<file path="src/rtl/adder_error_monitor.sv">
// Error monitor comparing exact and approximate adder results over a run.
// Optional ERR_MONITOR_SQ_EN adds sum_sq_ed, the sum of squared distances.
module adder_error_monitor #(
  parameter int SAMPLES_LOG2 = 10
) (
  input  logic                      clk,
  input  logic                      rst_n,
  input  logic                      start,
  input  logic                      in_valid,
  output logic                      in_ready,
  input  logic [16:0]               exact_sum,
  input  logic [16:0]               approx_sum,
  output logic                      busy,
  output logic                      done,
  output logic [SAMPLES_LOG2:0]     err_count,
  output logic [16+SAMPLES_LOG2:0]  sum_ed,
`ifdef ERR_MONITOR_SQ_EN
  output logic [33+SAMPLES_LOG2:0]  sum_sq_ed,
`endif
  output logic [16:0]               max_ed
);

  typedef enum logic [1:0] {
    IDLE,
    RUN,
    DRAIN,
    DONE
  } state_t;

  state_t                    state_q;
  logic                      rdy_q;
  logic                      busy_q;
  logic                      done_q;
  logic [SAMPLES_LOG2-1:0]   cnt_q;
  logic [16:0]               ed_q;
  logic                      edv_q;
  logic [SAMPLES_LOG2:0]     err_q;
  logic [16+SAMPLES_LOG2:0]  sum_q;
  logic [16:0]               max_q;
  logic [16:0]               ed_d;
  logic                      accept;
  logic                      last;

  assign accept = in_valid & rdy_q;
  assign last   = &cnt_q;
  assign ed_d   = (exact_sum >= approx_sum) ? exact_sum - approx_sum
                                            : approx_sum - exact_sum;

`ifdef ERR_MONITOR_SQ_EN
  logic [33+SAMPLES_LOG2:0] sq_q;
  logic [33:0]              sq_d;

  assign sq_d = 34'(ed_q) * 34'(ed_q);

  always_ff @(posedge clk) begin
    if (!rst_n) begin
      sq_q <= '0;
    end else if ((state_q == IDLE || state_q == DONE) && start) begin
      sq_q <= '0;
    end else if (edv_q) begin
      sq_q <= sq_q + {{SAMPLES_LOG2{1'b0}}, sq_d};
    end
  end

  assign sum_sq_ed = sq_q;
`endif

  always_ff @(posedge clk) begin
    if (!rst_n) begin
      state_q <= IDLE;
      rdy_q   <= 1'b0;
      busy_q  <= 1'b0;
      done_q  <= 1'b0;
      cnt_q   <= '0;
      ed_q    <= '0;
      edv_q   <= 1'b0;
      err_q   <= '0;
      sum_q   <= '0;
      max_q   <= '0;
    end else begin
      edv_q <= accept;
      if (accept) ed_q <= ed_d;
      if (edv_q) begin
        sum_q <= sum_q + {{SAMPLES_LOG2{1'b0}}, ed_q};
        err_q <= err_q + {{SAMPLES_LOG2{1'b0}}, |ed_q};
        if (ed_q > max_q) max_q <= ed_q;
      end
      unique case (state_q)
        IDLE, DONE: begin
          if (start) begin
            state_q <= RUN;
            rdy_q   <= 1'b1;
            busy_q  <= 1'b1;
            done_q  <= 1'b0;
            cnt_q   <= '0;
            edv_q   <= 1'b0;
            err_q   <= '0;
            sum_q   <= '0;
            max_q   <= '0;
          end
        end
        RUN: begin
          if (accept) begin
            cnt_q <= cnt_q + SAMPLES_LOG2'(1);
            if (last) begin
              state_q <= DRAIN;
              rdy_q   <= 1'b0;
            end
          end
        end
        DRAIN: begin
          // last sample's distance lands in the accumulators this edge
          state_q <= DONE;
          busy_q  <= 1'b0;
          done_q  <= 1'b1;
        end
        default: state_q <= IDLE;
      endcase
    end
  end

  assign in_ready  = rdy_q;
  assign busy      = busy_q;
  assign done      = done_q;
  assign err_count = err_q;
  assign sum_ed    = sum_q;
  assign max_ed    = max_q;

endmodule

</file>
<file path="config.mk">
export PLATFORM = sky130hd
export DESIGN_NAME = adder_error_monitor
export DESIGN_NICKNAME = d
export VERILOG_FILES = /design/src/rtl/adder_error_monitor.sv
export SDC_FILE = /design/constraint.sdc
export NUM_CORES = 1
export LEC_CHECK = 0
export CORE_ASPECT_RATIO = 0.7
export CORE_UTILIZATION = 40
export CTS_CLUSTER_DIAMETER = 120
export DETAILED_ROUTE_END_ITERATION = 10
export DONT_BUFFER_PORTS = 1
export GPL_TIMING_DRIVEN = 0
export PLACE_DENSITY = 0.66
export SLEW_MARGIN = 20
export SYNTH_ARGS = -nofsm -noshare
export SYNTH_HDL_FRONTEND = slang
export SYNTH_SLANG_ARGS = --single-unit
export TNS_END_PERCENT = 1
</file>
<file path="constraint.sdc">
create_clock -name clk -period 7.4 [get_ports clk]
set_clock_uncertainty 0.05 [all_clocks]
set_input_delay 1.85 -clock clk [delete_from_list [all_inputs] [get_ports clk]]
set_output_delay 1.85 -clock clk [all_outputs]
set_load 0.05 [all_outputs]
</file>
-- Yosys cells after proc, flatten, opt, wreduce, memory -nomap -nowiden
Cells that the tools add are included.
- bits in registers: 88
- output and inout port bits: 58
- word-level logic and storage cells: 61
- input port bits: 38
- bitwise logic cells: 1
- reduce and logical (&&, ||, !) cells: 10
- eq/ne operators: 6
- magnitude comparators: 2
- add/subtract/negate cells: 5
- muxes and demuxes: 27
- operators with widths (operator ; number):
    $mux 17 ; 5
    $mux 27 ; 3
    $sub 17x17->17 ; 2
    $mux 11 ; 3
    $add 27x17->27 ; 1
    $mux 10 ; 2
    $pmux 10 s2 ; 1
    $ge 17x17->1 ; 1
    $gt 17x17->1 ; 1
    $reduce_or 17->1 ; 1
    $add 11x1->11 ; 1
    $add 10x1->10 const B ; 1
    $reduce_and 10->1 ; 1
    $mux 1 ; 6
    $mux 2 ; 3
    $ne 2x2->1 const B ; 3
    $pmux 1 s2 ; 3
    $pmux 2 s3 ; 1
    $reduce_and 3->1 ; 2
    $eq 2x2->1 const B ; 2
    $reduce_and 4->1 ; 1
    $reduce_bool 2->1 ; 2
    $eq 2x1->1 const B ; 1
    $logic_not 2->1 ; 1
    other kinds (3) ; 3

-- Logic depth before layout (Yosys ltp)
Gate-level depths: netlist (run 1).
- depth after elaboration: 5
- mapped depth: 12
- gate-level depth less buffers: 11

-- Worst setup path before layout (run 1)
No wires, ideal clock.
- path kind: input to register
- from: in exact_sum[6]
- to: reg ed_q[10]
- stages on the path: 12
- library setup time: 0.086 ns
- slack: 3.252 ns
- path buffers: 2
- data arrival time: 4.013 ns
- required time: 7.264 ns
- path through: inv_1 ha_1 clkbuf_2 nand4_2 a21oi_2 o2111ai_2 a211oi_4 nor2_2 buf_6 o41ai_2 xor2_1 a211oi_1
- word-level cells in the longest chain between the ends: 2
- elaborated cells on any way between the ends: 4
- those cells by class: add/sub (2); order compare (1); mux (1)
- RTL lines (item ; line ; RTL):
    from (decl) ; 11 ; input logic [16:0] exact_sum,
    $sub 17x17->17 (tied with other cells) ; 47 ; : approx_sum - exact_sum;
    $mux 17 * ; 46 ; assign ed_d = (exact_sum >= approx_sum) ? exact_sum - approx_sum
    to (signal assigned) ; 75 ; ed_q <= '0;
    to (signal assigned) ; 82 ; if (accept) ed_q <= ed_d;
    to (decl) ; 35 ; logic [16:0] ed_q;
Mark *: on every way between the ends. The rest lies on a longest branch, timed or not.
A chain may end at the register's enable or synchronous reset.

-- Worst setup path after layout (run 1)
Ends and elaborated chain as after synthesis.

==> flow_metrics.env, run 1 <==
export IMPL_outcome="finished clean"
export IMPL_async_reset_ff_share_pct=0
export IMPL_dieArea_mm2=0.0165
export IMPL_cts_root_buffer="clkbuf_16"
export IMPL_synth_top_cell_by_area="dfxtp_1"
export IMPL_synth_seq_cells=88
export IMPL_cts_tree="yes"
export IMPL_grt_busiest_layer="met1"
export IMPL_antenna_found_initial=0
export IMPL_fin_nets=933
export IMPL_cts_max_path_buffers=2
export IMPL_fin_util_pct=44.9
export IMPL_cts_buffers=9
export IMPL_worstPathArrival_ns=4.56
export IMPL_cts_sinks=88
export IMPL_dr_first_iter_drc_count=461
export IMPL_cts_resized=0
export IMPL_hold_path_class="register to register"
export IMPL_num_antenna_cells=0
export IMPL_port_buffers=0
export IMPL_clkTransAtPathRegs_ns=0.06
export IMPL_start_kind="input pin"
export IMPL_met3_usage_pct=5.84
export IMPL_post_route_min_period_ns=4.35
export IMPL_crit_buf_inv=3
export IMPL_postRouteAntennaNets=0
export IMPL_drc_errors=0
export IMPL_max_slew_margin_pct=50.0
export IMPL_multi_input_area_mm2=0.00423
export IMPL_drt_total_wl_um=17100
export IMPL_vias=5762
export IMPL_max_freq_mhz=230
export IMPL_dieWidth_um=153
export IMPL_ff_latch_area_mm2=0.00176
export IMPL_cp_cell_sequence="inv_1 -> ha_1 -> clkbuf_2 -> nand4_2 -> a21oi_2 -> o2111ai_2 -> a211oi_4 -> nor2_2 -> buf_6 -> o41ai_2 -> xor2_1 -> a211oi_1"
export IMPL_grt_first_pass_wirelength_um=27600
export IMPL_place_congestion=0.879
export IMPL_initial_core_util_pct=41.1
export IMPL_cts_setup_buffers=0
export IMPL_clk_latency_ns=0.34
export IMPL_finalMaxSlewViolations=0
export IMPL_area_growth_synth_to_final_pct=9.49
export IMPL_cpMaxStageDelayCell="a211oi_4"
export IMPL_ir_drop_uv=135
export IMPL_syn_nets=922
export IMPL_netlist_area_leader_share_pct=27.6
export IMPL_cp_top_family="compound AO/OA/AOI/OAI gates"
export IMPL_ios=96
export IMPL_use_met2_pct=29.8
export IMPL_cp_max_fo=10
export IMPL_grt_max_degree=15
export IMPL_tns_ns=0
export IMPL_rsz0062_at_grt="no"
export IMPL_power_density_mw_per_mm2=241
export IMPL_place_hpwl_um=13400
export IMPL_crit_path_max_incr_delay_ns=0.54
export IMPL_layout_common_cells="88 x dfxtp_1, 81 x a21oi_1, 73 x ha_1"
export IMPL_synth_edf_count=0
export IMPL_dr_pass1_iters=5
export IMPL_crit_type="input pin to register"
export IMPL_worstPathRequired_ns=7.60
export IMPL_wl_per_cell_um=16.7
export IMPL_syn_instance_count=808
export IMPL_fillers=1544
export IMPL_cap_violations=0
export IMPL_p_leak_nw=2.81
export IMPL_cts_hold_fix_buffers=0
export IMPL_dp_slack_ns=2.77
export IMPL_grt_pass1_vias=5278
export IMPL_fin_crit_sh_pct=58.8
export IMPL_tightest_slew_ns=0.749
export IMPL_ys_warn_count=0
export IMPL_synth_area_mm2=0.00638
export IMPL_drive_above_1_share_pct=4.61
export IMPL_setup_slack_ns=3.05
export IMPL_grt_overflow=0
export IMPL_synth_ff_type="dfxtp_1"
export IMPL_finalHoldViolCount=0
export IMPL_synth_seq_area_share_pct=27.6
export IMPL_setup_violations=0
export IMPL_synth_area_leaders="dfxtp_1 28%, ha_1 14%, a21oi_1 6.4%"
export IMPL_met1_usage_pct=30.8
export IMPL_core_area_mm2=0.0155
export IMPL_final_common_cell="dfxtp_1"
export IMPL_rows=38
export IMPL_cts_max_level=3
export IMPL_die_y_um=108
export IMPL_syn_area_per_cell_um2=7.90
export IMPL_viasPerCell=5.63
export IMPL_synth_distinct_cells=69
export IMPL_cp_end_kind="register"
export IMPL_grt_total_usage_pct=21.1
kinds of logic after synthesis:
family | share of synthesized area [%]
AO/OA/AOI/OAI | 24.4
AND/OR/NAND/NOR | 19.6
buffers and inverters | 6.19
flip-flops | 27.6
adder cells (fa/ha/maj) | 15.3
XOR/XNOR | 4.12
multiplexers | 2.76
flip-flops by register name, indices dropped and copies added (netlist names):
register and count:
max_ed 17, state_q 2, busy 1, cnt_q 10, ed_q 17, in_ready 1, err_count 11, edv_q 1
sum_ed 27, done 1
Yosys cell counts (17+ instances only):
master	n
a21oi_1	81
nor2_1	55
a21o_1	22
a211oi_1	18
ha_1	73
inv_1	67
nand3_1	37
nor3_1	17
o21ai_0	62
clkbuf_1	22
or3_1	19
dfxtp_1	88
nand2_1	47
where the power goes:
part,switching [mW],internal [mW]
Combinational,0.365,0.199
Clock,0.193,0.350
Sequential,0.0730,0.506
Total,0.631,1.06
worst paths after layout:
kind	to	cells past startpoint	from	slack, ns
worst max-delay path	ed_q[10]	12	exact_sum[6]	3.05
worst min-delay path	cnt_q[5]	2	cnt_q[5]	0.44
worst max register to register	sum_ed[26]	11	sum_ed[0]	3.85
worst min register to register	cnt_q[5]	2	cnt_q[5]	0.44
area by class of cell:
type,count,area share (%)
Multi-Input combinational cell,619,60.5
Inverter,68,3.65
Clock buffer,12,3.67
Tap cell,200,3.58
Clock inverter,4,1.41
Sequential cell,88,25.2
Buffer,33,2.01
tightest hold or removal path: stages, from the launching register on:
cell     delay [ns]
dfxtp_1        0.32
o21ai_0        0.07
a21oi_1        0.06
routing by layer:
metal  share of wire [%]  up-vias
met5                   0        -
met4                 1.1        0
met3                 8.3       14
met2                  40      169
met1                  51     2660
li1                    -     2919
through the flow:
stage,instances,cell area [um2],hold slack (ns),power [mW]
after global routing,1024,6990,0.481,1.79
after CTS,1024,6990,0.437,1.69
final,1024,6990,0.439,1.69
after floorplan,808,6380,0.404,0.990
after global placement,1008,6630,0.421,1.13
after detailed placement,1008,6630,0.428,1.14
No activity file was read; power rests on OpenSTA's default activity.
==> run 2: changes to the inputs <==
- PLACE_DENSITY: 0.66 -> 0.68
- clock period: 7.4 -> 3.51 ns (I/O delays scaled with it)
==> run 2 against run 1 <==
Compared with the run above: sequential power is 110% higher; routed wire length is 0.96% higher; flip-flop and latch count stayed put; first-iteration DRC count is 5.6% higher; highest routed layer unchanged; critical path depth stayed put; worst setup slack worse by 2.9 ns; largest power group unchanged; core utilization is 0.21 points higher; critical path type unchanged; largest cell class unchanged; non-clock buffer count stayed put; global-route usage is 0.056 points lower.
==> flow_metrics.env, run 2 (synthesis results as in run 1) <==
export IMPL_crit_type="input pin to register"
export IMPL_reg2reg_to="max_ed[12]"
export IMPL_cts_tree="yes"
export IMPL_final_common_cell="dfxtp_1"
export IMPL_path_depth=12
export IMPL_post_route_min_period_ns=3.37
export IMPL_cts_sinks=88
export IMPL_grt_first_pass_wirelength_um=27700
export IMPL_layout_common_cells="83 x dfxtp_1, 81 x a21oi_1, 73 x ha_1"
export IMPL_place_congestion=0.893
export IMPL_drive_above_1_share_pct=5.47
export IMPL_placed_area_mm2=0.00663
export IMPL_worstSetupEndpoint="ed_q[10]"
export IMPL_area_growth_synth_to_final_pct=10.0
export IMPL_dr_pass1_iters=5
export IMPL_cts_buffers=9
export IMPL_cp_max_fo=10
export IMPL_cp_top_family="compound AO/OA/AOI/OAI gates"
export IMPL_p_comb_share_pct=33.3
export IMPL_cp_cell_sequence="inv_1 -> ha_1 -> clkbuf_2 -> nand4_2 -> a21oi_2 -> o2111ai_2 -> a211oi_4 -> nor2_2 -> buf_6 -> o41ai_2 -> xor2_1 -> a211oi_1"
export IMPL_cpMaxStageDelayCell="a211oi_4"
export IMPL_finalMaxSlewViolations=0
export IMPL_critPathLaunch="exact_sum[6]"
export IMPL_wl_per_cell_um=16.9
export IMPL_finish_instance_area_mm2=0.00702
export IMPL_reg2reg_slack_ns=0.25
export IMPL_power_density_mw_per_mm2=516
export IMPL_worstPathRequired_ns=3.71
export IMPL_dieArea_mm2=0.0165
export IMPL_port_buffers=0
export IMPL_setup_violations=0
export IMPL_multi_input_area_mm2=0.00424
export IMPL_ir_drop_uv=236
export IMPL_swShare_pct=37.3
export IMPL_grt_pass1_vias=5292
export IMPL_tightest_slew_ns=0.753
export IMPL_viasPerCell=5.73
export IMPL_crit_path_max_incr_delay_ns=0.57
export IMPL_cts_root_buffer="clkbuf_16"
export IMPL_num_antenna_cells=0
export IMPL_rows=38
export IMPL_fillers=1535
export IMPL_drt_total_wl_um=17300
export IMPL_finalHoldViolCount=0
export IMPL_crit_reg2reg_launch="max_ed[10]"
export IMPL_start_kind="input pin"
export IMPL_postRouteAntennaNets=0
export IMPL_cap_violations=0
export IMPL_r2r_cells=10
export IMPL_switchingPower_mw=1.35
export IMPL_dieWidth_um=153
export IMPL_vias=5861
export IMPL_ios=96
export IMPL_ff_latch_area_mm2=0.00177
export IMPL_place_hpwl_um=13400
export IMPL_drc_errors=0
export IMPL_cts_max_path_buffers=2
export IMPL_cts_hold_fix_buffers=0
export IMPL_rsz0062_at_grt="no"
export IMPL_fin_crit_sh_pct=96.1
export IMPL_grt_total_usage_pct=21.0
export IMPL_grt_max_degree=15
export IMPL_power_frac_clock_pct=32.9
export IMPL_fin_nets=933
export IMPL_cts_setup_buffers=0
export IMPL_cp_end_kind="register"
export IMPL_max_freq_mhz=296
export IMPL_outcome="finished clean"
export IMPL_die_y_um=108
export IMPL_dr_first_iter_drc_count=487
export IMPL_crit_buf_inv=3
export IMPL_pwr_share_seq_pct=33.7
export IMPL_hold_path_class="register to register"
export IMPL_cts_max_level=3
export IMPL_clkTransAtPathRegs_ns=0.06
export IMPL_holdWs_ns=0.435
export IMPL_largest_register_ff_count=27
export IMPL_initial_core_util_pct=41.1
export IMPL_p_leak_nw=2.82
export IMPL_clk_latency_ns=0.35
export IMPL_core_area_mm2=0.0155
export IMPL_antenna_found_initial=0
export IMPL_internal_power_mw=2.27
export IMPL_grt_overflow=0
export IMPL_max_slew_margin_pct=49.8
export IMPL_worstPathArrival_ns=3.58
run 2: changes by cell type in the layout (fill, tap and decap cells not counted), sizes merged:
cell,change
inv,-1
clkinv,+1
clkbuf,-2
bufinv,+1
run 2: layer usage:
metal	part of all wire, %	wire length, um	vias to the layer above	global-route usage, %
li1	-	-	2923	-
met1	50	8640	2719	30.6
met3	9.3	1600	16	6.00
met4	1.1	192	0	4.55
met2	40	6840	203	30.2
met5	0	0	-	0
run 2: power by group through the flow:
stage               clock [mW]  sequential (mW)  combinational [mW]
floorplan                    0             1.21               0.882
global placement             0             1.24                1.15
detailed placement           0             1.24                1.17
CTS                       1.21             1.22                1.18
global route              1.25             1.23                1.34
finish                    1.19             1.22                1.21
run 2: worst min-delay path by stage:
stage / startpoint / endpoint / slack (ns) / cells past startpoint
global placement: cnt_q[5] / cnt_q[5] / 0.42 / 2
finish: cnt_q[5] / cnt_q[5] / 0.44 / 2
global route: cnt_q[9] / cnt_q[9] / 0.46 / 2
CTS: cnt_q[5] / cnt_q[5] / 0.44 / 2
floorplan: cnt_q[5] / cnt_q[5] / 0.40 / 2
detailed placement: cnt_q[5] / cnt_q[5] / 0.43 / 2
run 2: stage by stage:
| stage | std cells | power (mW) | util, % | setup slack [ns] | TNS [ns] |
|---|---|---|---|---|---|
| 6_report | 1023 | 3.62 | 45.2 | 0.136 | 0 |
| 3_5_place_dp | 1008 | 2.41 | 42.7 | -0.131 | -0.200 |
| 5_1_grt | 1023 | 3.82 | 45.2 | 0.0286 | 0 |
| 2_1_floorplan | 808 | 2.09 | - | 0.334 | 0 |
| 3_3_place_gp | 1008 | 2.40 | 42.7 | -0.0950 | -0.0993 |
| 4_1_cts | 1023 | 3.61 | 45.1 | 0.00979 | 0 |
run 2: layout make-up:
type	instances	share of cell area (%)
plain buffers	33	2.00
clock buffers	10	3.40
clock inverters	5	1.84
inverters	68	3.64
multi-input cells	619	60.4
flip-flops and latches	88	25.2
well taps	200	3.56
run 2: what timing repair did:
action	CTS	global route
gates resized for setup	1	6
cloned	0	0
endpoints found under the setup margin	1	15
run 2: tightest hold or removal path: stages, from the launching register on:
cell and delay [ns]:
dfxtp_1 0.32, o21ai_0 0.07, a21oi_1 0.06
